File: config.mk
export PLATFORM = sky130hd
export DESIGN_NAME = uart_rx
export DESIGN_NICKNAME = d
export VERILOG_FILES = /design/src/rtl/uart_pkg.sv /design/src/rtl/uart_sync.sv /design/src/rtl/uart_rx.sv
export SDC_FILE = /design/constraint.sdc
export NUM_CORES = 1
export LEC_CHECK = 0
export ABC_AREA = 1
export ABC_CLOCK_PERIOD_IN_PS = 1850
export CAP_MARGIN = 20
export CELL_PAD_IN_SITES_DETAIL_PLACEMENT = 0
export CELL_PAD_IN_SITES_GLOBAL_PLACEMENT = 1
export CORE_UTILIZATION = 43
export CTS_CLUSTER_SIZE = 8
export DETAILED_ROUTE_END_ITERATION = 10
export PLACE_DENSITY_LB_ADDON = 0.1
export SLEW_MARGIN = 20
export SYNTH_ARGS = -nofsm -noshare
export SYNTH_HDL_FRONTEND = slang
export SYNTH_SLANG_ARGS = --single-unit
File: constraint.sdc
create_clock -name clk -period 1.85 [get_ports clk]
set_clock_uncertainty 0.1 [all_clocks]
set_input_delay 0.555 -clock clk [delete_from_list [all_inputs] [get_ports clk]]
set_output_delay 0.555 -clock clk [all_outputs]
set_load 0.05 [all_outputs]
File: src/rtl/uart_pkg.sv
// Shared UART definitions: frame geometry, idle line level and the receiver state type.
package uart_pkg;

  localparam int DATA_BITS = 8;
  localparam int STOP_BITS = 1;
  localparam logic IDLE_LEVEL = 1'b1;

  typedef enum logic [2:0] {IDLE, START, DATA, STOP, BREAK} uart_rx_state_t;

endpackage

File: src/rtl/uart_sync.sv
// N-flop synchronizer for an asynchronous single-bit input.
// Reset loads every flop with a chosen level so no false edge appears when reset is released.
module uart_sync #(
  parameter int   STAGES      = 2,
  parameter logic RESET_VALUE = 1'b1
) (
  input  logic clk,
  input  logic rst_n,
  input  logic d,
  output logic q
);

  logic [STAGES-1:0] stages;

  always_ff @(posedge clk or negedge rst_n) begin
    if (!rst_n) begin
      stages <= {STAGES{RESET_VALUE}};
    end else begin
      stages <= {stages[STAGES-2:0], d};
    end
  end

  assign q = stages[STAGES-1];

endmodule

File: src/rtl/uart_rx.sv
// 8N1 UART receiver: synchronizes the line, samples mid-bit, and hands each byte to the
// consumer through a valid/ready holding register with frame-error and overrun pulses.
module uart_rx
  import uart_pkg::*;
#(
  parameter int CLKS_PER_BIT = 1,
  parameter int SYNC_STAGES  = 2
) (
  input  logic                 clk,
  input  logic                 nReset,
  input  logic                 in,
  output logic [DATA_BITS-1:0] data,
  output logic                 valid,
  input  logic                 ready,
  output logic                 busy,
  output logic                 frameError,
  output logic                 overrun
);

  localparam int PW = $clog2(CLKS_PER_BIT) + 1;
  localparam int BW = $clog2(DATA_BITS);
  localparam logic [PW-1:0] HALF     = PW'(CLKS_PER_BIT / 2);
  localparam logic [PW-1:0] LAST     = PW'(CLKS_PER_BIT - 1);
  localparam logic [BW-1:0] LAST_BIT = BW'(DATA_BITS - 1);

  logic                 rxs;
  uart_rx_state_t       state, state_next;
  logic [PW-1:0]        phase, phase_next, phase_inc;
  logic [BW-1:0]        bit_cnt, bit_cnt_next;
  logic [DATA_BITS-1:0] shift, shift_next;
  logic                 sample, commit, frame_err;

  uart_sync #(
    .STAGES     (SYNC_STAGES),
    .RESET_VALUE(IDLE_LEVEL)
  ) u_sync (
    .clk  (clk),
    .rst_n(nReset),
    .d    (in),
    .q    (rxs)
  );

  assign phase_inc = (phase == LAST) ? '0 : phase + 1'b1;
  assign sample    = (phase == HALF);

  always_ff @(posedge clk or negedge nReset) begin
    if (!nReset) begin
      state   <= IDLE;
      phase   <= '0;
      bit_cnt <= '0;
      shift   <= '0;
    end else begin
      state   <= state_next;
      phase   <= phase_next;
      bit_cnt <= bit_cnt_next;
      shift   <= shift_next;
    end
  end

  // The cycle that first sees the start bit is phase 0 of that bit, so every later
  // bit period starts on phase 0 and is sampled at phase HALF.
  always_comb begin
    state_next   = state;
    phase_next   = phase_inc;
    bit_cnt_next = bit_cnt;
    shift_next   = shift;
    commit       = 1'b0;
    frame_err    = 1'b0;
    case (state)
      IDLE: begin
        phase_next = '0;
        if (!rxs) begin
          phase_next = phase_inc;
          // With a one-clock bit the detecting cycle already is the start bit's sample point.
          if (HALF == '0) begin
            state_next   = DATA;
            bit_cnt_next = '0;
          end else begin
            state_next = START;
          end
        end
      end
      START: begin
        if (sample) begin
          if (!rxs) begin
            state_next   = DATA;
            bit_cnt_next = '0;
          end else begin
            state_next = IDLE;
            phase_next = '0;
          end
        end
      end
      DATA: begin
        if (sample) begin
          shift_next   = {rxs, shift[DATA_BITS-1:1]};
          bit_cnt_next = bit_cnt + 1'b1;
          if (bit_cnt == LAST_BIT) begin
            state_next = STOP;
          end
        end
      end
      STOP: begin
        if (sample) begin
          phase_next = '0;
          if (rxs) begin
            commit     = 1'b1;
            state_next = IDLE;
          end else begin
            frame_err  = 1'b1;
            state_next = BREAK;
          end
        end
      end
      BREAK: begin
        phase_next = '0;
        if (rxs) begin
          state_next = IDLE;
        end
      end
      default: begin
        state_next = IDLE;
        phase_next = '0;
      end
    endcase
  end

  // A byte accepted on the same edge as a new commit frees the register for the new byte.
  always_ff @(posedge clk or negedge nReset) begin
    if (!nReset) begin
      data       <= '0;
      valid      <= 1'b0;
      busy       <= 1'b0;
      frameError <= 1'b0;
      overrun    <= 1'b0;
    end else begin
      busy       <= (state_next != IDLE);
      frameError <= frame_err;
      overrun    <= 1'b0;
      if (commit) begin
        if (!valid || ready) begin
          data  <= shift;
          valid <= 1'b1;
        end else begin
          overrun <= 1'b1;
        end
      end else if (ready) begin
        valid <= 1'b0;
      end
    end
  end

endmodule

# ---- Word-level counts from Yosys, hierarchy flattened
# Cells that the tools add are included.
dict set report word_totals {
  regBits 29
  input_bits 4
  output_inout_bits 12
  elab_cells 60
}
dict set report classes {
  addsub 2
  eq_ne 8
  mux 29
  bitwise_logic 1
  n_reduce_logical 10
}
# operator count
set op_table {}
lappend op_table {{2-to-1 mux 3 bit} 10}
lappend op_table {{2-to-1 mux 1 bit} 15}
lappend op_table {{one-hot mux 3 bit (5 select lines)} 1}
lappend op_table {{one-hot mux 3 bit (3 select lines)} 1}
lappend op_table {{equality test 3 x 2 -> 1 bit (second input constant)} 2}
lappend op_table {{equality test 3 bit (second input constant)} 2}
lappend op_table {{AND reduction 2 bit} 3}
lappend op_table {{nonzero test 3 bit} 2}
lappend op_table {{inequality test 2 bit (second input constant)} 2}
lappend op_table {{one-hot mux 1 bit (4 select lines)} 1}
lappend op_table {{adder 3 x 1 -> 3 bit (second input constant)} 1}
lappend op_table {{equality test 3 x 1 -> 1 bit (second input constant)} 1}
lappend op_table {{logical NOT 3 bit} 1}
lappend op_table {{AND reduction 3 bit} 1}
lappend op_table {{2-to-1 mux 2 bit} 1}
lappend op_table {{inequality test 2 x 1 -> 1 bit (second input constant)} 1}
lappend op_table {{nonzero test 2 bit} 1}
lappend op_table {{adder 1 bit (second input constant)} 1}
lappend op_table {{logical NOT 1 bit} 1}
lappend op_table {{logical OR 1 bit} 1}
lappend op_table {{NOT 1 bit} 1}

# ---- Logic depth before layout (Yosys ltp)
# Gate-level depths: netlist (run 1).
dict set report logic_depth {
  word_depth 5
  mapped_depth 5
  mapped_depth_nobuf 5
}

# ---- Modules after synthesis
# From an unflattened synthesis (run 1), not the netlist that was laid out.
dict set report hier_totals {
  cells_unflattened 111
  area_unflattened_um2 1104.8
}
# module instances cells_per_inst area_per_inst_um2 seq_area_each_um2
set by_module_without_submodules {}
lappend by_module_without_submodules {uart_rx 1 109 1052.3 650.6}
lappend by_module_without_submodules {uart_sync 1 2 52.6 52.6}

# ---- Worst setup path before layout (run 1)
# No wires, ideal clock.
dict set report synth_timing {
  path_kind {register to register}
  from {reg valid}
  to {reg data[3]}
  setup_time_ns 0.119
  t_arrival_ns 1.063
  t_required_ns 1.631
  slack_ns 0.568
  path_stages_with_launch 5
  path_buffers 1
  synth_period_minus_slack_ns 1.282
  path_cell_list {dfrtp_1 > nand2_1 > buf_2 > nand4_1 > nand2_1}
}
dict set report synth_between {
  elab_chain_len 3
}
# item line_no
set synth_rtl {}
lappend synth_rtl {{start, declared} uart_rx.sv:13} ;# output logic valid,
lappend synth_rtl {{start signal, assigned} uart_rx.sv:132} ;# valid <= 1'b0;
lappend synth_rtl {{start signal, assigned} uart_rx.sv:143} ;# valid <= 1'b1;
lappend synth_rtl {{start signal, assigned} uart_rx.sv:148} ;# valid <= 1'b0;
lappend synth_rtl {{logical NOT 1 bit} uart_rx.sv:141} ;# if (!valid || ready) begin
lappend synth_rtl {{logical OR 1 bit} uart_rx.sv:141}
lappend synth_rtl {{AND reduction 2 bit (no source line)} --}
lappend synth_rtl {{end signal, assigned} uart_rx.sv:142} ;# data <= shift;
lappend synth_rtl {{end, declared} uart_rx.sv:12} ;# output logic [DATA_BITS-1:0] data,
# Every way passes these cells.
# A chain may end at the register's enable or synchronous reset.

# ---- Final worst setup path (run 1)
dict set report layout_timing {
  from {reg data[3]}
  to {out data[3]}
}
# No word-level cell between the ends.

==> results of run 1 <==
[metrics by stage]
stage | instance area, um2 | total power (W)
final | 1450 | 0.00257
after global routing | 1450 | 0.00275
after CTS | 1450 | 0.00260
after detailed placement | 1410 | 0.00232
after global placement | 1410 | 0.00229
after floorplan | 1120 | 0.00177
[cell usage in the layout, fill, tap and decap left out, drive strengths merged, types with 4 or more instances in the layout]
cell and instances:
buf 15, o21ai 5, nor2 8, dfrtp 26
clkbuf 4, nand2 32, inv 11, nand3 10
nand4 8
[layer usage]
layer | vias to the layer above | global-route usage [%] | share of wire [%]
met2 | 17 | 23.8 | 43
li1 | 393 | - | -
met5 | - | 0 | 0
met4 | 0 | 2.63 | 0.67
met1 | 338 | 21.8 | 51
met3 | 2 | 4.31 | 4.4
[worst register-to-register path: stages, from the launching register on]
cell and delay, ps:
dfstp_2 690, nor2_1 90, nand2_1 130, nand2_1 90
inv_1 80, nand3_1 60
[registers in the layout, indices dropped and copies added (netlist names)]
signal and count:
bit_cnt 3, busy 1, data 8, frameError 1, overrun 1, shift 8
state 3, u_sync.stages 2, valid 1
[Yosys cell counts]
master / number
buf_6: 1
a21oi_1: 3
nor2_2: 2
buf_2: 2
dfstp_2: 2
dfrtp_1: 26
nand2_2: 2
nand3_1: 8
o21ai_1: 5
ha_1: 2
nor2_1: 6
nand2_1: 30
nand4_1: 8
buf_4: 2
nand3_2: 2
inv_2: 1
inv_1: 10
[kinds of logic after synthesis]
kind of cell | after synthesis | share of synthesized area [%]
buffers and inverters | 16 | 6.95
adder cells (fa/ha/maj) | 2 | 2.24
flip-flops | 28 | 63.0
AO/OA/AOI/OAI | 8 | 3.59
AND/OR/NAND/NOR | 58 | 24.2
[cell type report]
class	instances	share of cell area, %
inverter	11	2.85
sequential	28	48.6
multi-input combinational	68	23.2
tap	30	2.60
timing repair buffer	18	20.2
clock buffer	4	2.51
[report_power, final]
part           internal, W  switching [W]
registers         0.000857       0.000205
logic             0.000546       0.000682
clock network     0.000120       0.000155
total              0.00152        0.00104
[final timing paths]
path,to,slack [ps],depth (start not counted)
max in group asynchronous,u_sync.stages[0]$_DFF_PN1_,830,2
min reg2reg,u_sync.stages[1]$_DFF_PN1_,270,0
min in group asynchronous,state[1]$_DFF_PN0_,500,2
max reg2reg,busy$_DFF_PN0_,510,5
max,data[3],290,1
min,u_sync.stages[1]$_DFF_PN1_,270,0
==> metrics, run 1 <==
Placer Congestion=0.725; final hold vios=0; Synth top area share=58.3%; Rows=18; WL/cell=11.3 um; Min-Delay Path Class=reg2reg; dpl hpwl=1330 um; Worst EP arrival=910 ps; fin crit period=1560 ps; Critical Path RT=1190 ps; global-route wire length before repair=3150 um; Post-Layout Cell Count=159; largest net degree at the start of global routing=29; max incr delay on CP=430 ps; Clock transition at path regs=140 ps; Unique masters post-synth=17; post-cts sizing count=0; global-route usage over all layers=15.4%; DP Cell Count=155; syn_area_per_cell=9.96 um2; crit-path max FO=2; Tcrit/Tclk final=84.4%; critical path type=reg2out; mapped cell area=1120 um2; FF+latch area=703 um2; Hold Startpoint=u_sync.stages[0]$_DFF_PN1_; CTS tree=built; fmax=640 MHz; initial antenna violation count=0; cell taking the most area after synthesis=dfrtp_1; syn_nets=118; Worst path top cell family by delay=flip-flops; maxcap violations=0; Initial Util=45.5%; Power Density=1770 nW/um2; core area=2450 um2; multi-input logic area=335 um2; Cells after Synth=112; final setup vio count=0; Num Clock Sinks=28; fin. max-slew vios=0; reg-to-reg critical path startpoint=u_sync.stages[1]$_DFF_PN1_; DRT antenna net count=0; synth top area cells=dfrtp_1, nand2_1, dfstp_2; Via Count=750; Least-Margin Pin Slew=373 ps; root buffer cell=clkbuf_4; RSZ-0062 raised after global routing=no; Routed WL=1800 um; proportion of layout cells with a drive suffix above 1=21.7%; vias in the first global route=695; post-route setup slack=288 ps; Initial DRT Pass Iterations=2; crit path cell chain=buf_12; DR iter-0 viols=14; I/O Pins=16; pre-CTS setup slack=82.5 ps; Die Span X=52.9 um; Port Buf Inserts=15; post-CTS setup buffers=0; Crit-path slowest cell=dfrtp_1; Vias/cell=4.72; status=complete, no violations; critical path startpoint category=flip-flop; Antenna Cells=0; Hold WS=270 ps; chip height=52.9 um; warnings from Yosys=0; # H-tree levels=1; Finished Core Util=58.9%; Bufs and invs on worst path=1; NumNets Final=136; Synth Register Bits=28; hold buffer count at cts=0; peak supply drop=1.17 mV; Pleak=0.728 nW; die area=2800 um2; Synth-to-Final Area Change=29.6%; gr ovfl total=0; crit end category=primary output; Clock Path Buffers=2; CP Launch Point=data[3]$_DFFE_PN0P_; CTS Buf Count=3; register area share after synthesis=63.0%; setup TNS=0 ps; DRC viols=0; slew margin rel.=75.1%; fill count=222; clock latency on the worst-skew pair=310 ps
Power figures use the tool's default switching activity.
==> run 2: changes to the inputs <==
--- a/config.mk
+++ b/config.mk
@@ -6,11 +6,11 @@
 export NUM_CORES = 1
 export LEC_CHECK = 0
 export ABC_AREA = 1
-export ABC_CLOCK_PERIOD_IN_PS = 1850
+export ABC_CLOCK_PERIOD_IN_PS = 1480
 export CAP_MARGIN = 20
 export CELL_PAD_IN_SITES_DETAIL_PLACEMENT = 0
 export CELL_PAD_IN_SITES_GLOBAL_PLACEMENT = 1
-export CORE_UTILIZATION = 43
+export CORE_UTILIZATION = 40
 export CTS_CLUSTER_SIZE = 8
 export DETAILED_ROUTE_END_ITERATION = 10
 export PLACE_DENSITY_LB_ADDON = 0.1
==> constraint.sdc (replaced) <==
create_clock -name clk -period 1.48 [get_ports clk]
set_clock_uncertainty 0.1 [all_clocks]
set_input_delay 0.444 -clock clk [delete_from_list [all_inputs] [get_ports clk]]
set_output_delay 0.444 -clock clk [all_outputs]
set_load 0.05 [all_outputs]
==> run 2 against run 1 <==
Effect of this change:
- combinational power rose by 32%
- design area rose by 3.5%
- die area rose by 7.2%
- cell count rose by 3.1%
- critical endpoint unchanged
- total power rose by 29%
- first-iteration DRC count did not move
==> metrics, run 2 (same netlist as run 1, synthesis figures left out) <==
clock latency on the worst-skew pair=320 ps; proportion of layout cells with a drive suffix above 1=24.6%; Via Count=770; hold buffer count at cts=0; final setup vio count=0; DRC viols=0; Initial DRT Pass Iterations=4; vias in the first global route=748; gr ovfl total=0; die area=3010 um2; Worst path top cell family by delay=flip-flops; global-route usage over all layers=16.5%; DR iter-0 viols=14; Worst EP arrival=920 ps; hold path depth=0; Clock transition at path regs=140 ps; Hold WS=266 ps; critical path startpoint category=flip-flop; Post-Place Cell Area=1430 um2; setup TNS=0 ps; most frequent cells in the layout=nand2_1, dfrtp_1, buf_12; CTS tree=built; crit path cell chain=buf_12; global-route wire length before repair=3420 um; fin. max-slew vios=0; Least-Margin Pin Slew=367 ps; Power Total=0.00330 W; chip height=54.8 um; fin crit period=1460 ps; Initial Util=43.5%; WL/cell=11.7 um; DRT antenna net count=0; Routed WL=1920 um; Power Density=2210 nW/um2; crit end category=primary output; design area=1500 um2; Worst path depth=1; Register-to-Register Path Depth=4; slew margin rel.=75.5%; post-cts sizing count=0; dpl hpwl=1400 um; max incr delay on CP=440 ps; final hold vios=0; Port Buf Inserts=15; NumNets Final=141; RSZ-0062 raised after global routing=yes; Synth-to-Final Area Change=34.1%; initial antenna violation count=0; Critical Path RT=940 ps; Hold Startpoint=u_sync.stages[0]$_DFF_PN1_; Bufs and invs on worst path=1; largest net degree at the start of global routing=29; Placer Congestion=0.732; Antenna Cells=0; root buffer cell=clkbuf_4; maxcap violations=0; CTS Buf Count=3; reg-to-reg critical path startpoint=state[2]$_DFF_PN0_; Min-Delay Path Class=reg2reg; Tcrit/Tclk final=98.9%; core area=2570 um2; # H-tree levels=1; crit-path max FO=2; critical path type=reg2out; CP Launch Point=data[3]$_DFFE_PN0P_; Vias/cell=4.70; Clock Path Buffers=2; peak supply drop=1.60 mV; largest registers=data: 8 flops, shift: 8 flops; I/O Pins=16; post-route setup slack=15.8 ps; Num Clock Sinks=28; Die Span X=54.8 um; Rows=18; Pleak=0.757 nW; fmax=683 MHz; Crit-path slowest cell=dfrtp_1; pre-CTS setup slack=-92.5 ps; status=complete, no violations; commonest non-fill, non-tap cell in the layout=nand2_1
run 2: stage by stage:
step / instances / utilization (%)
final: 164 / 58.3
after global routing: 164 / 58.3
after CTS: 162 / 57.7
after detailed placement: 156 / 55.7
after global placement: 156 / 55.7
after floorplan: 112 / -
run 2: final timing paths:
| check | end | slack [ps] |
|---|---|---|
| max | data[3] | 20 |
| min | u_sync.stages[1]$_DFF_PN1_ | 270 |
| max reg2reg | shift[4]$_DFFE_PN0P_ | 160 |
| min reg2reg | u_sync.stages[1]$_DFF_PN1_ | 270 |
| max in group asynchronous | u_sync.stages[0]$_DFF_PN1_ | 690 |
| min in group asynchronous | overrun$_DFF_PN0_ | 360 |
run 2: repair_timing:
action	4_1_cts	5_1_grt
gates cloned	0	0
setup buffers	2	2
endpoints found under the setup margin	6	10
run 2: report_power, final:
group	leakage (nW)	internal (W)	switching [W]
clock	0.0210	0.000151	0.000213
sequential	0.344	0.00107	0.000249
combinational	0.393	0.000746	0.000871
total	0.757	0.00197	0.00133
run 2: routing by layer:
metal	track usage [%]	share of wire, %
met1	22.3	51
met5	0	0
met4	8.97	2.2
met3	2.50	3.0
met2	25.1	43
run 2: worst reg2reg max path, stage by stage (launching register included):
cell and delay, ps:
dfrtp_1 440, inv_2 110, nand3_2 300, nor2_1 200, a21oi_1 60
run 2: cell type report:
| type | instances | area (um2) |
|---|---|---|
| clock buffer | 4 | 36.3 |
| fill | 234 | 1070 |
| inverter | 11 | 41.3 |
| multi-input combinational | 68 | 335 |
| sequential | 28 | 703 |
| tap | 30 | 37.5 |
| timing repair buffer | 23 | 343 |
==> variant (flow settings as in run 2) <==
`SYNC_STAGES`: 2 -> 4.
--- a/src/rtl/uart_rx.sv
+++ b/src/rtl/uart_rx.sv
@@ -4,7 +4,7 @@
   import uart_pkg::*;
 #(
   parameter int CLKS_PER_BIT = 1,
-  parameter int SYNC_STAGES  = 2
+  parameter int SYNC_STAGES  = 4
 ) (
   input  logic                 clk,
   input  logic                 nReset,
Behaviour: not the same (Yosys sat finds a counterexample within 4 cycles, from zero or initial values and one cycle with nReset low).
==> variant against run 2 <==
Worst setup slack improved by 29 ps. Maximum frequency increased by 2.0%. Routed wire length increased by 0.21%. Sequential cell count increased by 2. Largest power group unchanged. Total power decreased by 3.7%. Design area increased by 3.4%. Synthesized cell count increased by 0.89%. Critical path type unchanged. Area after synthesis increased by 3.7%.
==> variant: results (changes against run 2) <==
- Rel. slew slack: 76.21% (+0.73 points)
- Max clock buf depth: 2 (unchanged)
- Critical Path AT: 890 ps (-30 ps)
- Setup slack at placement: -130.1 ps (-37.61 ps)
- Buffers on Ports: 15 (unchanged)
- Clock transition at the registers of the reported paths: 80 ps (-60 ps)
- Iteration-0 DRC Markers: 25 (+11)
- Largest registers: data (8), shift (8), u_sync.stages (4)
- Depth of the CTS H-tree: 2 (+1)
- Initial antenna violation count: 0 (unchanged)
- Total Routing Usage GR: 15.28% (-1.2 points)
- Final Util: 56.13% (-2.2 points)
- R2R setup slack: 210 ps (+50 ps)
- Commonest cells in the netlist: nand2_1 (38), dfrtp_1 (26), inv_1 (10)
- Share of cells above drive strength 1: 23.91% (-0.71 points)
- Nets: 143 (+1.4%)
- DR vias: 797 (+3.5%)
- Worst Hold Class: flip-flop to flip-flop
- Total CTS buffers: 5 (+2)
- Fillers: 238 (+1.7%)
- WHS: 259.0 ps (-6.767 ps)
- Post-CTS Setup Bufs: 0 (-2)
- Drt wl/cell: 11.36 um (-2.8%)
- Largest cells by area after synthesis: dfrtp_1 (56%), nand2_1 (12%), dfstp_2 (9.1%)
- Cell variety after synth: 16 (-1)
- Delay-heaviest family, CP: flip-flops
- CP max stage cell: dfrtp_1
- Number of synthesis warnings: 0 (unchanged)
- Fmax achieved: 696.9 MHz (+2.0%)
- Worst path max stage delay: 420 ps (-20 ps)
- Syn_nets: 119 (+0.85%)
- Ys async rst share: 100.0% (unchanged)
- Final Hold Viols: 0 (unchanged)
- Avg Vias per Cell: 4.716 (+0.44%)
- 1st-pass router iterations: 4 (unchanged)
- # diodes: 0 (unchanged)
- Int Pwr: 0.001925 W (-2.2%)
- Clk_lat worst skew: 320 ps (about the same)
- IR drop worst, VDD: 1.548 mV (-3.4%)
- Cell Count Post-Placement: 159 (+1.9%)
- Placed wire-length estimate: 1341 um (-4.4%)
- Post-cts resize count: 0 (unchanged)
- Cell depth of the worst flop-to-flop path: 4 (unchanged)
- Avg Synthesized Cell Area: 10.24 um2 (+2.8%)
- First-pass GRT wire length: 3525 um (+3.0%)
- CP Max Fanout: 2 (unchanged)
- Leading cell type in the layout, fill and taps excluded: nand2_1
- Run status: completed
- Static Leak: 0.7721 nW (+1.9%)
- Number of global-route vias before repair: 787 (+5.2%)
- GP Congestion: 0.7078 (-3.4%)
- Post-synthesis sequential area ratio: 65.30% (+2.3 points)
- Worst hold stages: 0 (unchanged)
- CTS root buf: clkbuf_4
- Largest net degree at the start of global routing: 31 (+6.9%)
-- variant: kinds of logic after synthesis --
| family | after synthesis | share of synthesized area (%) |
|---|---|---|
| buf+inv | 14 | 5.405 |
| simple gates | 59 | 23.68 |
| compound gates | 8 | 3.460 |
| flops | 30 | 65.30 |
| fa+ha+maj | 2 | 2.162 |
-- variant: power by group through the flow --
| stage | Sequential [W] | Clock (W) | Combinational [W] |
|---|---|---|---|
| final | 0.00134 | 0.000439 | 0.00140 |
| after global routing | 0.00138 | 0.000510 | 0.00154 |
| after CTS | 0.00134 | 0.000461 | 0.00139 |
| after detailed placement | 0.00136 | 0 | 0.00138 |
| after global placement | 0.00135 | 0 | 0.00136 |
| after floorplan | 0.00163 | 0 | 0.000462 |
-- variant: final timing paths --
check	end	start
setup / recovery	data[5]	data[5]
hold / removal	u_sync.stages[2]	u_sync.stages[1]
setup reg to reg	bit_cnt[0]	u_sync.stages[3]
hold reg to reg	u_sync.stages[2]	u_sync.stages[1]
max in group asynchronous	u_sync.stages[1]	nReset
min in group asynchronous	shift[2]	nReset
-- variant: stage by stage --
stage | instance area (um2) | total power (W)
finish | 1548 | 0.003178
global route | 1548 | 0.003425
CTS | 1533 | 0.003189
detailed placement | 1484 | 0.002740
global placement | 1484 | 0.002707
floorplan | 1157 | 0.002088
-- variant: final cells by class --
class	instances	area (um2)	share of cell area, %
sequential	30	755.7	48.83
multi-input combinational	69	339.1	21.91
timing repair buffer	21	327.8	21.18
clock buffer	8	48.80	3.153
tap	31	38.79	2.506
inverter	10	37.54	2.425
-- variant: per-layer routing --
metal	track usage [%]	share of wire, %
met1	19.26	48
met4	6.429	1.7
met2	22.72	46
met3	6.977	3.4
met5	0	0
-- variant: worst register-to-register path: stages, from the launching register on --
cell     delay (ps)
dfstp_2         670
nand2_1          80
nand3_1         180
nand2_1          70
o21ai_0          90
